===== config.mk =====
export PLATFORM = sky130hd
export DESIGN_NAME = ika87ad_mc_sequencer_flat
export DESIGN_NICKNAME = d
export VERILOG_FILES = /design/src/rtl/ika87ad_mc_sequencer_if.sv /design/src/rtl/ika87ad_mc_sequencer.sv /design/src/flat_wrapper.sv
export SDC_FILE = /design/constraint.sdc
export NUM_CORES = 1
export LEC_CHECK = 0
export CAP_MARGIN = 5
export CELL_PAD_IN_SITES_DETAIL_PLACEMENT = 1
export CELL_PAD_IN_SITES_GLOBAL_PLACEMENT = 1
export CORE_MARGIN = 10
export CORE_UTILIZATION = 41
export DETAILED_ROUTE_END_ITERATION = 10
export DONT_BUFFER_PORTS = 1
export PLACE_DENSITY_LB_ADDON = 0.1
export SYNTH_ARGS = -nofsm -noshare
export SYNTH_HDL_FRONTEND = slang
export SYNTH_SLANG_ARGS = --single-unit

===== constraint.sdc =====
create_clock -name i_CLK -period 1.7 [get_ports i_CLK]
set_input_delay 0.34 -clock i_CLK [delete_from_list [all_inputs] [get_ports i_CLK]]
set_output_delay 0.34 -clock i_CLK [all_outputs]
set_load 0.02 [all_outputs]

===== src/rtl/ika87ad_mc_sequencer_if.sv =====
// ika87ad_mc_sequencer_if
//   Groups every non-clock/reset signal of the IKA87AD micro-program sequencer:
//   the decoder handshake, the microcode ROM port, the microword outputs and the
//   bus-unit handshake. Signal names keep the i_/o_ prefix as seen from the
//   sequencer, so the same name reads the same on both sides.
// Modports
//   master : the sequencer (drives o_*, samples i_*)
//   slave  : decoder / MCROM / bus unit environment (drives i_*, samples o_*)
interface ika87ad_mc_sequencer_if;
  // Decoder handshake
  logic        i_DEC_VALID;
  logic [7:0]  i_DEC_ADDR;
  logic        o_DEC_ACK;
  // Microcode ROM port
  logic        o_MCROM_READ_TICK;
  logic [7:0]  o_MCROM_ADDR;
  logic [17:0] i_MCROM_DATA;
  // Current microword
  logic [17:0] o_MC_WORD;
  logic        o_MC_VALID;
  logic        o_FLAG_WE;
  logic        i_SKIP_COND;
  // Bus unit handshake
  logic        o_BUS_REQ;
  logic [1:0]  o_BUS_TYPE;
  logic        i_BUS_DONE;
  // Status
  logic        o_INST_END;
  logic        o_SEQ_ERR;
  logic        o_BUSY;

  modport master (
    input  i_DEC_VALID, i_DEC_ADDR, i_MCROM_DATA, i_SKIP_COND, i_BUS_DONE,
    output o_DEC_ACK, o_MCROM_READ_TICK, o_MCROM_ADDR, o_MC_WORD, o_MC_VALID, o_FLAG_WE,
           o_BUS_REQ, o_BUS_TYPE, o_INST_END, o_SEQ_ERR, o_BUSY
  );

  modport slave (
    output i_DEC_VALID, i_DEC_ADDR, i_MCROM_DATA, i_SKIP_COND, i_BUS_DONE,
    input  o_DEC_ACK, o_MCROM_READ_TICK, o_MCROM_ADDR, o_MC_WORD, o_MC_VALID, o_FLAG_WE,
           o_BUS_REQ, o_BUS_TYPE, o_INST_END, o_SEQ_ERR, o_BUSY
  );
endinterface


===== src/rtl/ika87ad_mc_sequencer.sv =====
// ika87ad_mc_sequencer
//   Micro-program sequencer for the IKA87AD core. Accepts a start micro-address
//   from the opcode decoder, reads successive microwords from the registered
//   microcode ROM and issues one bus cycle per microword. An RD4 bus cycle is
//   the next opcode fetch and terminates the instruction.
// Parameters
//   MAX_STEPS : microwords allowed per instruction before a forced opcode fetch
//   STEP_W    : width of the step counter, must be able to hold MAX_STEPS
// Ports
//   i_CLK : system clock
//   i_RST : synchronous reset, active high
//   bus   : ika87ad_mc_sequencer_if.master (decoder, MCROM, microword and bus handshakes)
// Microword layout
//   [17:16] MCTYPE, [15] FLAG, [14] SKIP, [1:0] bus code, other bits pass through.
// Cycle behaviour
//   All pulse outputs are registered and are high during the first cycle of the
//   state they belong to (e.g. READ_TICK during the ROM-read state, BUS_REQ
//   during the first bus-wait cycle). Accept-to-first-request is 3 cycles and an
//   IDLE microword costs 3 cycles (read, latch, issue).
module ika87ad_mc_sequencer #(
  parameter int unsigned MAX_STEPS = 16,
  parameter int unsigned STEP_W    = 8
) (
  input logic                   i_CLK,
  input logic                   i_RST,
  ika87ad_mc_sequencer_if.master bus
);

  localparam logic [1:0] BusIdle = 2'b00;
  localparam logic [1:0] BusRd3  = 2'b01;
  localparam logic [1:0] BusWr3  = 2'b10;
  localparam logic [1:0] BusRd4  = 2'b11;

  localparam logic [STEP_W-1:0] StepLast = STEP_W'(MAX_STEPS - 1);

  typedef enum logic [2:0] {
    StIssue,  // decide on the bus cycle for the latched microword
    StBusW,   // wait for the bus unit to finish
    StDec,    // idle, waiting for the decoder
    StRd,     // ROM read strobe
    StLat     // capture ROM output
  } state_e;

  state_e              state_q;
  logic [7:0]          upc_q;       // micro-PC
  logic [STEP_W-1:0]   step_q;      // microwords consumed by this instruction
  logic [1:0]          code_q;      // effective bus code of the current microword
  logic [17:0]         mc_word_q;
  logic                mc_valid_q;
  logic                flag_we_q;
  logic                dec_ack_q;
  logic                tick_q;
  logic                bus_req_q;
  logic [1:0]          bus_type_q;
  logic                inst_end_q;
  logic                seq_err_q;

  always_ff @(posedge i_CLK) begin
    if (i_RST) begin
      // Reset lands in the issue state with a forced RD4 so the first thing the
      // core does is fetch an opcode.
      state_q    <= StIssue;
      upc_q      <= 8'h00;
      step_q     <= '0;
      code_q     <= BusRd4;
      mc_word_q  <= 18'h0;
      mc_valid_q <= 1'b0;
      flag_we_q  <= 1'b0;
      dec_ack_q  <= 1'b0;
      tick_q     <= 1'b0;
      bus_req_q  <= 1'b0;
      bus_type_q <= BusIdle;
      inst_end_q <= 1'b0;
      seq_err_q  <= 1'b0;
    end else begin
      dec_ack_q  <= 1'b0;
      tick_q     <= 1'b0;
      mc_valid_q <= 1'b0;
      flag_we_q  <= 1'b0;
      bus_req_q  <= 1'b0;
      inst_end_q <= 1'b0;
      seq_err_q  <= 1'b0;

      unique case (state_q)
        StDec: begin
          if (bus.i_DEC_VALID) begin
            upc_q     <= bus.i_DEC_ADDR;
            step_q    <= '0;
            dec_ack_q <= 1'b1;
            tick_q    <= 1'b1;
            state_q   <= StRd;
          end
        end

        StRd: begin
          // ROM captures its data at the edge ending this cycle.
          state_q <= StLat;
        end

        StLat: begin
          mc_word_q  <= bus.i_MCROM_DATA;
          mc_valid_q <= 1'b1;
          flag_we_q  <= bus.i_MCROM_DATA[15];
          // A SKIP microword aborts the instruction when the condition holds.
          if (bus.i_MCROM_DATA[14] && bus.i_SKIP_COND) begin
            code_q <= BusRd4;
          end else begin
            code_q <= bus.i_MCROM_DATA[1:0];
          end
          state_q <= StIssue;
        end

        StIssue: begin
          if ((step_q == StepLast) && (code_q != BusRd4)) begin
            // Watchdog: too many microwords, force the opcode fetch.
            code_q     <= BusRd4;
            bus_req_q  <= 1'b1;
            bus_type_q <= BusRd4;
            seq_err_q  <= 1'b1;
            state_q    <= StBusW;
          end else if (code_q == BusIdle) begin
            upc_q   <= upc_q + 8'd1;
            step_q  <= step_q + STEP_W'(1);
            tick_q  <= 1'b1;
            state_q <= StRd;
          end else begin
            bus_req_q  <= 1'b1;
            bus_type_q <= code_q;
            state_q    <= StBusW;
          end
        end

        StBusW: begin
          // A done coinciding with our own request cannot belong to it.
          if (bus.i_BUS_DONE && !bus_req_q) begin
            if (code_q == BusRd4) begin
              inst_end_q <= 1'b1;
              state_q    <= StDec;
            end else begin
              upc_q   <= upc_q + 8'd1;
              step_q  <= step_q + STEP_W'(1);
              tick_q  <= 1'b1;
              state_q <= StRd;
            end
          end
        end

        default: begin
          state_q <= StIssue;
        end
      endcase
    end
  end

  assign bus.o_DEC_ACK         = dec_ack_q;
  assign bus.o_MCROM_READ_TICK = tick_q;
  assign bus.o_MCROM_ADDR      = upc_q;
  assign bus.o_MC_WORD         = mc_word_q;
  assign bus.o_MC_VALID        = mc_valid_q;
  assign bus.o_FLAG_WE         = flag_we_q;
  assign bus.o_BUS_REQ         = bus_req_q;
  assign bus.o_BUS_TYPE        = bus_type_q;
  assign bus.o_INST_END        = inst_end_q;
  assign bus.o_SEQ_ERR         = seq_err_q;
  assign bus.o_BUSY            = (state_q != StDec);

  // Only the RD3/WR3 encodings are otherwise unreferenced by name.
  logic unused_codes;
  assign unused_codes = ^{BusRd3, BusWr3};

endmodule


===== src/flat_wrapper.sv =====
// flat-port wrapper written by rule: the top's interface ports become plain ports
module ika87ad_mc_sequencer_flat 
#(
  parameter int unsigned MAX_STEPS = 16,
  parameter int unsigned STEP_W    = 8
)
  (i_CLK, i_RST, bus_i_DEC_VALID, bus_i_DEC_ADDR, bus_i_MCROM_DATA, bus_i_SKIP_COND, bus_i_BUS_DONE, bus_o_DEC_ACK, bus_o_MCROM_READ_TICK, bus_o_MCROM_ADDR, bus_o_MC_WORD, bus_o_MC_VALID, bus_o_FLAG_WE, bus_o_BUS_REQ, bus_o_BUS_TYPE, bus_o_INST_END, bus_o_SEQ_ERR, bus_o_BUSY);
  ika87ad_mc_sequencer_if bus_i ();
  input logic i_CLK;
  input logic i_RST;
  input wire logic [$bits(bus_i.i_DEC_VALID)-1:0] bus_i_DEC_VALID;
  input wire logic [$bits(bus_i.i_DEC_ADDR)-1:0] bus_i_DEC_ADDR;
  input wire logic [$bits(bus_i.i_MCROM_DATA)-1:0] bus_i_MCROM_DATA;
  input wire logic [$bits(bus_i.i_SKIP_COND)-1:0] bus_i_SKIP_COND;
  input wire logic [$bits(bus_i.i_BUS_DONE)-1:0] bus_i_BUS_DONE;
  output wire logic [$bits(bus_i.o_DEC_ACK)-1:0] bus_o_DEC_ACK;
  output wire logic [$bits(bus_i.o_MCROM_READ_TICK)-1:0] bus_o_MCROM_READ_TICK;
  output wire logic [$bits(bus_i.o_MCROM_ADDR)-1:0] bus_o_MCROM_ADDR;
  output wire logic [$bits(bus_i.o_MC_WORD)-1:0] bus_o_MC_WORD;
  output wire logic [$bits(bus_i.o_MC_VALID)-1:0] bus_o_MC_VALID;
  output wire logic [$bits(bus_i.o_FLAG_WE)-1:0] bus_o_FLAG_WE;
  output wire logic [$bits(bus_i.o_BUS_REQ)-1:0] bus_o_BUS_REQ;
  output wire logic [$bits(bus_i.o_BUS_TYPE)-1:0] bus_o_BUS_TYPE;
  output wire logic [$bits(bus_i.o_INST_END)-1:0] bus_o_INST_END;
  output wire logic [$bits(bus_i.o_SEQ_ERR)-1:0] bus_o_SEQ_ERR;
  output wire logic [$bits(bus_i.o_BUSY)-1:0] bus_o_BUSY;
  assign bus_i.i_DEC_VALID = bus_i_DEC_VALID;
  assign bus_i.i_DEC_ADDR = bus_i_DEC_ADDR;
  assign bus_i.i_MCROM_DATA = bus_i_MCROM_DATA;
  assign bus_i.i_SKIP_COND = bus_i_SKIP_COND;
  assign bus_i.i_BUS_DONE = bus_i_BUS_DONE;
  assign bus_o_DEC_ACK = bus_i.o_DEC_ACK;
  assign bus_o_MCROM_READ_TICK = bus_i.o_MCROM_READ_TICK;
  assign bus_o_MCROM_ADDR = bus_i.o_MCROM_ADDR;
  assign bus_o_MC_WORD = bus_i.o_MC_WORD;
  assign bus_o_MC_VALID = bus_i.o_MC_VALID;
  assign bus_o_FLAG_WE = bus_i.o_FLAG_WE;
  assign bus_o_BUS_REQ = bus_i.o_BUS_REQ;
  assign bus_o_BUS_TYPE = bus_i.o_BUS_TYPE;
  assign bus_o_INST_END = bus_i.o_INST_END;
  assign bus_o_SEQ_ERR = bus_i.o_SEQ_ERR;
  assign bus_o_BUSY = bus_i.o_BUSY;
  ika87ad_mc_sequencer #(.MAX_STEPS(MAX_STEPS), .STEP_W(STEP_W)) u_core (.i_CLK(i_CLK), .i_RST(i_RST), .bus(bus_i));
endmodule

Yosys cells after proc, flatten, opt, wreduce, memory -nomap -nowiden. Index checks and enable logic that the tools add are counted.

Register bits: 48. Latch bits: 0. Memory bits (writable): 0. ROM bits: 0. Bits of input ports: 31. Output and inout bits: 36. Logic and storage cells: 85. Memories kept: 0.

Add/sub/neg operators: 2. Multipliers: 0. Div/mod/pow operators: 0. Order comparisons: 0. Equal/unequal tests: 15. Shift-type cells: 0. Multiplexer cells: 34. Bitwise operators: 5. Reduce and logical (&&, ||, !) cells: 16.

Operator list (count): $mux W8 (10); $pmux W8 S3 (2); $add A8 B1 Y8 const B (2); $pmux W3 S4 (1); $mux W1 (11); $mux W2 (5); $mux W3 (3); $eq A8 B4 Y1 const B (1); $ne A2 B1 Y1 const B (4); $ne A2 B2 Y1 const B (4); $eq A3 B2 Y1 const B (2); $reduce_and A2 Y1 (3); $reduce_and A6 Y1 (1); $reduce_or A2 Y1 (3); $not A1 Y1 (5); $pmux W2 S2 (1); $eq A3 B1 Y1 const B (1); $eq A3 B3 Y1 const B (1); $logic_and A1 B1 Y1 (3); $logic_not A3 Y1 (1); $ne A3 B2 Y1 const B (1); $pmux W1 S3 (1); $reduce_bool A3 Y1 (1); $reduce_or A3 Y1 (1); 4 further kinds (4).

Depth between registers and ports, before layout.
Depth in word-level cells: 4. Mapped depth: 7. Depth with buffers taken out: 5.

Worst setup path after synthesis. No wires, ideal clock.

Kind: register to register. From: register u_core.step_q[0]. To: register u_core.step_q[7]. Setup time: 58 ps. Data arrival time: 1691 ps. Data required time: 1642 ps. Setup slack: -49 ps. Cell stages (with the launch flop): 8. Buffers on the path: 2. Period minus slack after synthesis: 1749 ps. Path through: dfxtp_1 ha_1 and3_1 buf_6 a211o_1 buf_6 a2111oi_2 or3_1.

Word-level cells in the longest chain between the ends: 4. Elaborated cells on any way between the ends: 10. Those cells by class: add/sub (1); eq/ne (2); mux (5); reduce/logical (2).

Ends and longest elaborated chain: start, declared (line ika87ad_mc_sequencer.sv:46) `logic [STEP_W-1:0] step_q;`; start signal, assigned (line ika87ad_mc_sequencer.sv:123) `step_q <= step_q + STEP_W'(1);`; start signal, assigned (line ika87ad_mc_sequencer.sv:141) `step_q <= step_q + STEP_W'(1);`; $add A8 B1 Y8 or $eq A8 B4 Y1 (tied branches) (line ika87ad_mc_sequencer.sv:123, ika87ad_mc_sequencer.sv:141, ika87ad_mc_sequencer.sv:114); $mux W8 (tied with other cells) (line ika87ad_mc_sequencer.sv:136) `if (code_q == BusRd4) begin`; $mux W8 (tied with other cells) (line ika87ad_mc_sequencer.sv:135) `if (bus.i_BUS_DONE && !bus_req_q) begin`; $pmux W8 S3 or $reduce_and A6 Y1 (tied branches).

Several ways; a longest one is shown, not always the timed one. The select of a mux whose other input is x is not followed. A chain may end at the register's enable or synchronous reset.

Worst setup path after layout.
From: register u_core.step_q[1]. To: register u_core.step_q[7].

The elaborated chain is that of the path after synthesis.

==> summary.md <==
| Metric | Value |
|---|---|
| Final WL | between 7 and 8 mm |
| Tcrit/Tclk final | 102% |
| Largest net degree at the start of global routing | 46 |
| Total negative slack | -0.0498 ns |
| Unrepaired setup endpoints after global routing | true |
| Core Rows | 26 |
| Slew of the pin with the lowest slew margin | ~0.36 ns |
| DP Area | 2580 um2 |
| Number of detailed-route iterations in the first pass | 4 |
| Area grow syn2layout | 23.7% |
| # IOs | 67 |
| Rel. slew slack | approximately 76% |
| Fill cells | 631 |
| Reg area | around 970 um2 |
| Critical Path Start Type | flop |
| Crit path capture type | flop |
| Final Power | between 2 and 3 mW |
| Syn Inst Count | 268 |
| Initial antenna violation count | 0 |
| Failing checks | setup timing |
| Status | finished, violations left |
| Die area | approximately 9000 um2 |
| First-pass GRT wire length | approximately 12 mm |
| Nets@finish | around 340 |
| Mapped Nets | 301 |
| Leak | about 1.0 nW |
| Clk sink count | between 40 and 50 |
| Clock power share | about a third |
| Synth cell types | 50 |
| Seq pwr share | between 40% and 50% |
| DRT iter0 DRCs | 141 |
| Setup ws final | -0.0333 ns |
| Commonest non-fill, non-tap cell in the layout | nand2_1 |
| Kind of critical path | reg2reg |
| Placed insts | roughly 360 |
| Clk slew on worst S/H paths | approximately 0.10 ns |
| FF-to-FF setup slack | -0.03 ns |
| Fraction of layout cells with a size suffix above 1 | between 20% and 30% |
| Post-DP HPWL | ~5.3 mm |
| Crit path DAT | 1.94 ns |
| CTS Buf Count | 5 |
| Warnings from Yosys | 0 |
| Hold buffer count at cts | 0 |
| Buffers on Ports | 0 |
| Clock Latency Late Sink | around 0.32 ns |
| Seq cells post-synth | between 40 and 50 |
| Most frequent cells in the layout | 59 x nand2_1, 44 x buf_4, 42 x dfxtp_1, 25 x a21oi_1, 10 x inv_1 |
| Post-synth EDFFs | 0 |
| Height of the die | 94.3 um |
| Detailed-route DRC error count | 0 |
| Psw | 0.809 mW |
| Max-cap violation count | 0 |
| CTS max path bufs | 2 |
| Remaining global-route overflow | 0 |
| Worst VDD drop | about 0.49 mV |
| Antenna cells | 0 |
| # setup viols final | 2 |
| Total track usage | between 10% and 20% |
| Layout Cells excl Fill | about 380 |
| Design Area, Final | about 2800 um2 |
| Fin. Hold Viols | 0 |
| CTS tree | built |
| Period minus WS final | between 1.5 and 2 ns |
| CORE AREA | 5240 um2 |
| Footprint of the multi-input gates | approximately 1200 um2 |
| Starting Density | a little over two fifths |
| Die W | between 90 and 100 um |
| Hold crit path type | in2reg |
| FFs w/ async S/R, synth | 0% |
| Routed Antenna Nets | 0 |
| Register area share after synthesis | roughly 42% |
| Int Pwr | roughly 1.9 mW |
| Primary FF master, synth | dfxtp_1 |
| Clock skew | roughly 0.012 ns |
| Htree depth | 2 |
| Avg WL per Cell | about 20 um |
| Worst EP required | roughly 1.9 ns |
| Switching Share | between 20% and 30% |
| Combinational group share of total power | ~20% |
| Final core occ | a little over half |
| Final GP Congestion | ~0.83 |
| Achievable frequency | 0.577 GHz |
| Crit Path Max Fanout | 4 |
| Max-slew violations | 0 |
| Vias in the first global route | 2,225 |
| Post-Syn Area | around 2300 um2 |
| Routed vias | 2,204 |
| PwrDens | slightly below 1000 nW/um2 |
| Avg Inst Size Synth | roughly 8.4 um2 |
| CTS root buf | clkbuf_8 |
| Routed vias/inst | a little under 6 |
[worst max-delay path: stages, from the launching register on]
cell	delay (ns)
dfxtp_2	0.35
ha_4	0.15
and3_4	0.20
a211oi_4	0.38
buf_4	0.20
nor3_1	0.05
or3_1	0.29
[state kept, by name, indices dropped and copies added (netlist names), 2 cells and up]
register,flops
u_core.bus.o_MCROM_ADDR,8
u_core.bus.o_MC_WORD,18
u_core.code_q,2
u_core.step_q,8
u_core.bus.o_BUS_TYPE,2
u_core.state_q,3
[logic make-up after synthesis]
family          Yosys count  synth area share (%)
compound gates           79                  25.4
fa+ha+maj                 2                  1.11
buf+inv                  28                  5.86
flops                    48                  42.5
mux                       2                 0.885
simple gates            109                  24.3
[layout make-up]
cell class / instances / area share [%]
Inverter: 10 / 1.34
Clock inverter: 2 / 1.39
Sequential cell: 48 / 34.7
Timing Repair Buffer: 47 / 13.0
Multi-Input combinational cell: 192 / 43.5
Clock buffer: 6 / 2.95
Tap cell: 70 / 3.13
[synth_stat cells (4+ instances only)]
| master | count | area, um2 |
|---|---|---|
| a21oi_1 | 26 | 130 |
| a221oi_1 | 5 | 43.8 |
| and3_1 | 7 | 43.8 |
| buf_1 | 4 | 15.0 |
| buf_2 | 4 | 20.0 |
| clkbuf_1 | 4 | 15.0 |
| dfxtp_1 | 48 | 961 |
| inv_1 | 10 | 37.5 |
| nand2_1 | 59 | 221 |
| nand3_1 | 4 | 20.0 |
| nor2_1 | 8 | 30.0 |
| nor3_1 | 6 | 30.0 |
| o211ai_1 | 6 | 45.0 |
| o21ai_0 | 9 | 45.0 |
| o32ai_1 | 5 | 43.8 |
| or4_1 | 5 | 37.5 |
[worst paths after layout]
path | from | depth (start not counted) | endpoint
setup reg to reg | u_core.step_q[1]$_SDFFE_PP0P_ | 6 | u_core.step_q[7]$_SDFFE_PP0P_
hold / removal | i_RST | 1 | u_core.bus.o_MC_WORD[4]$_SDFFE_PP0P_
hold reg to reg | u_core.state_q[2]$_SDFFE_PP0P_ | 1 | u_core.state_q[1]$_SDFFE_PP0P_
setup / recovery | u_core.step_q[1]$_SDFFE_PP0P_ | 6 | u_core.step_q[7]$_SDFFE_PP0P_
[power by group through the flow]
stage                     Sequential (mW)  Clock (mW)  Combinational (mW)
after floorplan                      1.28           0               0.290
after global placement               1.27           0               0.487
after detailed placement             1.28           0               0.497
after CTS                            1.25       0.930               0.524
after global routing                 1.26       0.980               0.594
final                                1.25       0.911               0.544
[routing by layer]
metal / wire length, um / vias to the layer above / GRT usage, %
met1: 3260 / 1078 / 20.9
li1: - / 1053 / -
met5: 0 / - / 0
met2: 3460 / 64 / 25.9
met4: 71 / 0 / 4.81
met3: 619 / 9 / 5.28
[metrics by stage]
step,setup WS [ns],hold slack (ns)
final,-0.0333,0.0843
after global routing,-0.0943,0.0664
after CTS,-0.00932,0.0726
after detailed placement,-0.0665,0.420
after global placement,-0.0465,0.416
after floorplan,0.00572,0.467
[repair_timing]
| action | in CTS | in global routing |
|---|---|---|
| resized for setup | 6 | 12 |
| setup endpoints to repair | 13 | 13 |
| buffers inserted | 3 | 2 |
| hold endpoints to repair | 0 | 0 |
| cloned | 0 | 0 |
| pin swaps | 1 | 8 |
(Power assumes the default switching activity.)
